### src/rtl/uart_tx.sv
`default_nettype none
// ============================================================================
// Module      : uart_tx
// Description : 8-bit UART transmitter, 16x oversampled bit timing, optional
//               parity and 1 or 2 stop bits. All outputs are registered.
// Revision    : 1.0 - initial release
// ============================================================================
module uart_tx #(
    parameter int PARITY_EN  = 0,
    parameter int PARITY_ODD = 0,
    parameter int STOP_BITS  = 1
) (
    input  logic       clk,
    input  logic       rst_n,
    input  logic       en,
    input  logic       baud_tick_16x,
    input  logic       tx_start,
    input  logic [7:0] tx_data,
    output logic       tx_line,
    output logic       tx_busy,
    output logic       tx_done
);

    typedef enum logic [2:0] {
        IDLE   = 3'd0,
        READY  = 3'd1,
        START  = 3'd2,
        DATA   = 3'd3,
        PARITY = 3'd4,
        STOP   = 3'd5,
        DONE   = 3'd6
    } state_t;

    localparam logic [2:0] C_STOP_LAST  = (STOP_BITS == 2) ? 3'd1 : 3'd0;
    localparam logic       C_PARITY_ODD = (PARITY_ODD != 0);
    localparam logic       C_PARITY_EN  = (PARITY_EN != 0);

    state_t     r_state;
    state_t     w_state_nxt;
    logic [3:0] r_tick_cnt;
    logic [3:0] w_tick_nxt;
    logic [2:0] r_bit_cnt;
    logic [2:0] w_bit_nxt;
    logic [7:0] r_shift;
    logic [7:0] w_shift_nxt;
    logic       r_parity;
    logic       w_parity_nxt;
    logic       r_line;
    logic       r_busy;
    logic       r_done;
    logic       w_line_nxt;
    logic       w_busy_nxt;
    logic       w_done_nxt;
    logic       w_bit_end;

    assign w_bit_end = baud_tick_16x && (r_tick_cnt == 4'd15);

    always_ff @(posedge clk or negedge rst_n) begin
        if (!rst_n) begin
            r_state    <= IDLE;
            r_tick_cnt <= 4'd0;
            r_bit_cnt  <= 3'd0;
            r_shift    <= 8'h00;
            r_parity   <= 1'b0;
            r_line     <= 1'b1;
            r_busy     <= 1'b0;
            r_done     <= 1'b0;
        end else begin
            r_state    <= w_state_nxt;
            r_tick_cnt <= w_tick_nxt;
            r_bit_cnt  <= w_bit_nxt;
            r_shift    <= w_shift_nxt;
            r_parity   <= w_parity_nxt;
            r_line     <= w_line_nxt;
            r_busy     <= w_busy_nxt;
            r_done     <= w_done_nxt;
        end
    end

    // Parity is fixed at acceptance so the shifting register need not be kept whole.
    always_comb begin
        w_state_nxt  = r_state;
        w_tick_nxt   = r_tick_cnt;
        w_bit_nxt    = r_bit_cnt;
        w_shift_nxt  = r_shift;
        w_parity_nxt = r_parity;

        if ((r_state == START) || (r_state == DATA) ||
            (r_state == PARITY) || (r_state == STOP)) begin
            if (baud_tick_16x) begin
                w_tick_nxt = r_tick_cnt + 4'd1;
            end
        end

        case (r_state)
            IDLE: begin
                if (en) begin
                    w_state_nxt = READY;
                end
            end
            READY: begin
                if (!en) begin
                    w_state_nxt = IDLE;
                end else if (tx_start) begin
                    w_state_nxt  = START;
                    w_shift_nxt  = tx_data;
                    w_parity_nxt = (^tx_data) ^ C_PARITY_ODD;
                    w_tick_nxt   = 4'd0;
                    w_bit_nxt    = 3'd0;
                end
            end
            START: begin
                if (w_bit_end) begin
                    w_state_nxt = DATA;
                    w_bit_nxt   = 3'd0;
                end
            end
            DATA: begin
                if (w_bit_end) begin
                    w_shift_nxt = {1'b0, r_shift[7:1]};
                    if (r_bit_cnt == 3'd7) begin
                        w_bit_nxt = 3'd0;
                        if (C_PARITY_EN) begin
                            w_state_nxt = PARITY;
                        end else begin
                            w_state_nxt = STOP;
                        end
                    end else begin
                        w_bit_nxt = r_bit_cnt + 3'd1;
                    end
                end
            end
            PARITY: begin
                if (w_bit_end) begin
                    w_state_nxt = STOP;
                    w_bit_nxt   = 3'd0;
                end
            end
            STOP: begin
                if (w_bit_end) begin
                    if (r_bit_cnt == C_STOP_LAST) begin
                        w_state_nxt = DONE;
                        w_bit_nxt   = 3'd0;
                    end else begin
                        w_bit_nxt = r_bit_cnt + 3'd1;
                    end
                end
            end
            DONE: begin
                w_state_nxt = en ? READY : IDLE;
            end
            default: begin
                w_state_nxt = IDLE;
            end
        endcase
    end

    // Outputs are decoded from the next state so the line changes on the same edge as the state.
    always_comb begin
        w_line_nxt = 1'b1;
        w_busy_nxt = 1'b0;
        w_done_nxt = 1'b0;
        case (w_state_nxt)
            START: begin
                w_line_nxt = 1'b0;
                w_busy_nxt = 1'b1;
            end
            DATA: begin
                w_line_nxt = w_shift_nxt[0];
                w_busy_nxt = 1'b1;
            end
            PARITY: begin
                w_line_nxt = w_parity_nxt;
                w_busy_nxt = 1'b1;
            end
            STOP: begin
                w_busy_nxt = 1'b1;
            end
            DONE: begin
                w_done_nxt = 1'b1;
            end
            default: begin
                w_line_nxt = 1'b1;
            end
        endcase
    end

    assign tx_line = r_line;
    assign tx_busy = r_busy;
    assign tx_done = r_done;

endmodule
`default_nettype wire
### config.mk
export PLATFORM = sky130hd
export DESIGN_NAME = uart_tx
export DESIGN_NICKNAME = d
export VERILOG_FILES = /design/src/rtl/uart_tx.sv
export SDC_FILE = /design/constraint.sdc
export NUM_CORES = 1
export LEC_CHECK = 0
export BUFFER_PORTS_ARGS = -buffer_cell sky130_fd_sc_hd__buf_2
export CORE_AREA = 2 2 62 64
export DETAILED_ROUTE_END_ITERATION = 10
export DIE_AREA = 0 0 64 66
export GPL_ROUTABILITY_DRIVEN = 0
export PLACE_DENSITY = 0.62
export SLEW_MARGIN = 20
export SYNTH_ARGS = -nofsm -noshare
export SYNTH_HDL_FRONTEND = slang
export SYNTH_SLANG_ARGS = --single-unit
### constraint.sdc
create_clock -name clk -period 4.16 [get_ports clk]
set_input_delay 0.832 -clock clk [delete_from_list [all_inputs] [get_ports clk]]
set_output_delay 0.832 -clock clk [all_outputs]
set_load 0.01 [all_outputs]
After elaboration in Yosys (flattened, before gate mapping)
Index checks and enable logic that the tools add are counted.

operators by class
  add/subtract/negate cells = 2
  multiply operators = 0
  div/mod/pow operators = 0
  magnitude comparators = 0
  equality and inequality tests = 18
  shifts and indexed selects = 0
  muxes and demuxes = 34
  bitwise operators = 0
  reductions and logical operators = 13

operator list
  cell                                                    number
  two-way mux 3 bit                                       16
  two-way mux 8 bit                                       3
  equality test 3 bit (second input constant)             7
  case mux 3 bit (7 select lines)                         1
  two-way mux 4 bit                                       5
  case mux 8 bit (2 select lines)                         1
  equality test 3 x 2 -> 1 bit (second input constant)    4
  case mux 3 bit (4 select lines)                         1
  inequality test 2 bit (second input constant)           4
  parity 8 bit                                            1
  logical NOT 3 bit                                       2
  two-way mux 1 bit                                       6
  AND reduction 6 bit                                     1
  adder 4 x 1 -> 4 bit (second input constant)            1
  equality test 4 bit (second input constant)             1
  AND reduction 4 bit                                     1
  nonzero test 4 bit                                      1
  OR reduction 4 bit                                      1
  adder 3 x 1 -> 3 bit (second input constant)            1
  equality test 3 x 1 -> 1 bit (second input constant)    1
  logical OR 1 bit                                        3
  case mux 1 bit (3 select lines)                         1
  inequality test 2 x 1 -> 1 bit (second input constant)  1
  nonzero test 2 bit                                      1
  other kinds (2)                                         2

storage, ports and cells
  register bits after elaboration = 22
  latch bits = 0
  RAM bits = 0
  bits in read-only memories = 0
  bits of input ports = 13
  output and inout bits = 3
  logic and storage cells = 76
  memories = 0

Logic depth before layout (Yosys ltp)
  word-level depth = 8
  gate-level depth with buffers = 6
  gate-level depth less buffers = 6

Worst setup path after synthesis
Ideal clock, no wire load.

  path kind = input to register
  start = input baud_tick_16x
  end = register r_bit_cnt[0]
  library setup time = 0.079 ns
  arrival = 1.750 ns
  data required time = 4.081 ns
  slack = 2.330 ns
  cell stages on the path = 5
  cell sequence = and4_1 -> clkbuf_1 -> a21oi_1 -> a2bb2oi_1 -> mux2i_1

on the way
  cells in the longest elaborated chain, start to end = 3
  elaborated cells on any way between the ends = 5

RTL lines
  item                                                                                             RTL line  RTL
  from (decl)                                                                                      16        input logic baud_tick_16x,
  logical AND 1 bit *                                                                              56        assign w_bit_end = baud_tick_16x && (r_tick_cnt == 4'd15);
  inequality test 2 bit (no source line) / inequality test 2 x 1 -> 1 bit (equally long branches)  -
  AND reduction 6 bit (no source line) *                                                           -
  to (signal assigned)                                                                             71        r_bit_cnt <= w_bit_nxt;
  to (decl)                                                                                        42        logic [2:0] r_bit_cnt;

Every way passes the cells marked *; elsewhere a longest branch is shown, timed or not.
A chain may end at the register's enable or synchronous reset.

Worst setup path in the final report
  start = register r_state[0]
  end = register r_shift[4]

on the way
  cells in the longest elaborated chain, start to end = 3
  elaborated cells on any way between the ends = 8

RTL lines
  item                                                                                 RTL line  RTL
  from (decl)                                                                          38        state_t r_state;
  from (signal assigned)                                                               69        r_state <= w_state_nxt;
  equality test 3 x 2 -> 1 bit / equality test 3 x 1 -> 1 bit (equally long branches)  95        case (r_state)
  inequality test 2 bit (no source line) / nonzero test 2 bit (equally long branches)  -
  AND reduction 4 bit (no source line)                                                 -
  to (signal assigned)                                                                 72        r_shift <= w_shift_nxt;
  to (decl)                                                                            44        logic [7:0] r_shift;

Several ways; a longest one is shown, not always the timed one.

==> impl_metrics.py <==
metrics = {
    "status": {
        "result_of_the_run": "finished clean",
    },
    "cells_and_area": {
        "syn2layout_area_growth_pct": 12.17,
        "final-instance-count-excl-fill": 178,
        "final_layout_size_suffix_gt1_frac": 0.2000,
        "fin_util": 0.3834,
        "n_antenna_cell": 0,
        "final_nets": 148,
        "filler_cell_count_in_the_final_layout": 337,
    },
    "critical_path": {
        "worst_r2r_path_depth": 4,
        "cp_top_family": "simple AND/OR/NAND/NOR gates",
        "worst_setup_path_start_kind": "flop",
        "cp.depth": 4,
        "cp_data_required_time_ns": 4.37,
        "timing_worst_setup_path_type": "flop to flop",
        "regToRegSetupSlack_ns": 2.26,
        "regToRegStartpoint": "r_state[0]",
        "path_buf_inv": 0,
        "crit_arrival_ns": 2.10,
        "reg2reg_to": "r_shift[4]",
        "critical_path.slowest_cell": "dfrtp_1",
        "critical_path.cell_chain": "nand3_1 -> nor2_2 -> nor2_1 -> a21o_1",
        "critical-path-max-stage-delay_ns": 0.58,
        "worstPathMaxFanout": 15,
        "worst_setup_path_end_kind": "flop",
    },
    "sta": {
        "hold_violation_total_from_the_final_report": 0,
        "timing_max_transition_violations_final": 0,
        "layout_setup_ws_ns": 2.265,
        "layout_worst_path_cycle_share": 0.4556,
        "relSlewSlack": 0.5710,
        "final.min_clock_period_ns": 1.895,
        "fin_setup_tns_ns": 0,
        "timing.clock.skew_ns": 0.003232,
        "max_slew.worst_pin.slew_ns": 0.6414,
        "setup-violations-final": 0,
        "rsz0062_at_grt": "false",
        "fmax_mhz": 527.6,
    },
    "place": {
        "io_buffer_count": 15,
        "dpl.cell_count": 174,
        "pre_cts_slack_ns": 1.962,
        "post-dp-hpwl_mm": 1.838,
    },
    "logic_synthesis": {
        "part_of_the_yosys_area_used_for_sequential_elements": 0.4546,
        "postSynth.asyncResetShare": 1.000,
        "yosys_warnings": 0,
        "net_count_synth": 132,
        "synth_largest_type_area_fraction": 0.4330,
        "synth_edf_count": 0,
        "postSynthCellCount": 115,
        "netlist_top_cells_area": "dfrtp_1 (43%), a22o_1 (5.1%), xnor2_1 (5.1%)",
        "cell_area_after_synthesis_mm2": 0.001214,
        "netlist-cell-type-count": 36,
        "ys_ff_latch": 22,
        "syn_avg_cell_area_um2": 10.55,
        "yosys_most_used_dff": "dfrtp_1",
        "netlist.top_cell.by_area": "dfrtp_1",
    },
    "power": {
        "p_leak_nw": 0.6738,
        "ir_drop_v": 0.0001578,
        "power.density_cell_area_mw_per_mm2": 581.6,
    },
    "die": {
        "fp-row-count": 22,
        "design.die.area_mm2": 0.004224,
        "top_level_ports": 16,
        "fp.dieW_um": 64,
        "core_area_mm2": 0.003551,
        "die_y_um": 66,
        "initial_core_util": 0.3418,
    },
    "clock_network": {
        "cts-root-to-sink-buffers": 2,
        "post_cts_hold_buffer_count": 0,
        "cts.reportedPaths.clkPinSlew_ns": 0.12,
        "cts.repair.resized": 0,
        "tritoncts_num_sinks": 22,
        "clock_latency_ns": 0.31,
        "tritoncts.num_buffers": 3,
        "cts.htree.levels": 1,
        "clock_tree_from_tritoncts": "done",
        "cts_root_buf": "clkbuf_4",
        "post_cts_buffers": 0,
    },
    "global_routing": {
        "grt_overflow_total": 0,
        "track_usage": 0.1263,
        "first_global_vias": 918,
        "number_of_antenna_violations_at_the_first_check_in_global_routing": 0,
        "grt_start_max_net_pins": 23,
        "grt_first_pass_wirelength_mm": 4.167,
    },
    "worst_hold_path": {
        "worst_hold_check_path_type": "primary input to async pin",
    },
    "flow_run": {
        "drv.max_cap_violation_count": 0,
    },
    "route": {
        "drt_wl_total_mm": 2.416,
        "viasPerCell": 5.264,
        "ant_nets": 0,
        "num_vias": 937,
        "route.detailed.drc": 0,
        "firstDrtPassIters": 4,
        "detail_route.wl_per_cell_um": 13.57,
        "drt_first_iter_violations": 68,
    },
}
## cells in the final DEF (no fill, tap or decap), drive strengths merged, types with 2 or more instances in the layout
cell / instances
dfrtp: 21
buf: 15
nor2: 9
nand3: 8
xnor2: 7
a22o: 7
inv: 6
a21oi: 6
a21o: 6
xor2: 4
o22ai: 4
nand2: 4
ha: 4
clkbuf: 4
nand4: 3
nand2b: 2
nor2b: 2
mux2i: 2
## per-stage QoR
step	area [µm²]	total power [mW]	hold slack [ns]
6_report	1361	0.7918	0.4646
5_1_grt	1361	0.8643	0.4862
4_1_cts	1361	0.7997	0.4833
3_5_place_dp	1325	0.6799	0.4732
3_3_place_gp	1325	0.6678	0.4632
2_1_floorplan	1214	0.5978	0.4500
## Yosys cell counts, drive strengths merged, types with 2 or more instances
| cell | number |
|---|---|
| a21o | 6 |
| a21oi | 6 |
| a22o | 7 |
| buf | 2 |
| clkbuf | 2 |
| dfrtp | 21 |
| ha | 4 |
| inv | 6 |
| mux2i | 2 |
| nand2 | 4 |
| nand2b | 2 |
| nand3 | 8 |
| nand4 | 3 |
| nor2 | 9 |
| nor2b | 2 |
| o22ai | 4 |
| xnor2 | 7 |
| xor2 | 4 |
## worst max-delay path by stage
stage / startpoint / to / slack (ns)
detailed placement: en / r_shift[7] / 1.96
finish: r_state[0] / r_shift[4] / 2.26
global placement: baud_tick_16x / r_shift[7] / 2.00
CTS: r_state[0] / r_shift[3] / 2.26
floorplan: baud_tick_16x / r_bit_cnt[0] / 2.33
global route: r_state[0] / r_shift[7] / 2.06
## power breakdown
part | switching, mW | internal, mW | total (mW)
registers | 0.0664 | 0.294 | 0.361
logic | 0.165 | 0.147 | 0.312
clock network | 0.0651 | 0.0534 | 0.118
## flip-flops by register name, indices dropped and copies added, names as in the netlist
signal	count
r_state	3
r_bit_cnt	3
tx_done	1
r_parity	1
r_tick_cnt	4
r_shift	8
tx_busy	1
tx_line	1
## metal layers
| metal | up-vias | track usage | wire length [µm] |
|---|---|---|---|
| li1 | 451 | - | - |
| met1 | 460 | 0.1697 | 1155 |
| met2 | 24 | 0.1992 | 1154 |
| met3 | 2 | 0.02044 | 93 |
| met4 | 0 | 0.05707 | 13 |
| met5 | - | 0 | 0 |
## worst register-to-register path: stages (launching register included)
cell	delay [ns]
dfrtp_1	0.58
nand3_1	0.23
nor2_2	0.51
nor2_1	0.25
a21o_1	0.23
## final cells by class
class / instances / area [µm²] / area share
multi-input combinational: 83 / 615.6 / 0.4522
tap: 48 / 60.06 / 0.04412
sequential: 22 / 551.8 / 0.4053
clock buffer: 4 / 36.28 / 0.02665
timing repair buffer: 15 / 75.07 / 0.05515
inverter: 6 / 22.52 / 0.01654
## cell families after synthesis
group / synth area share
compound gates: 0.2186
xor+xnor: 0.07938
buf+inv: 0.03814
flops: 0.4546
simple gates: 0.1515
fa+ha+maj: 0.04124
mux: 0.01650
(Power assumes the default switching activity.)
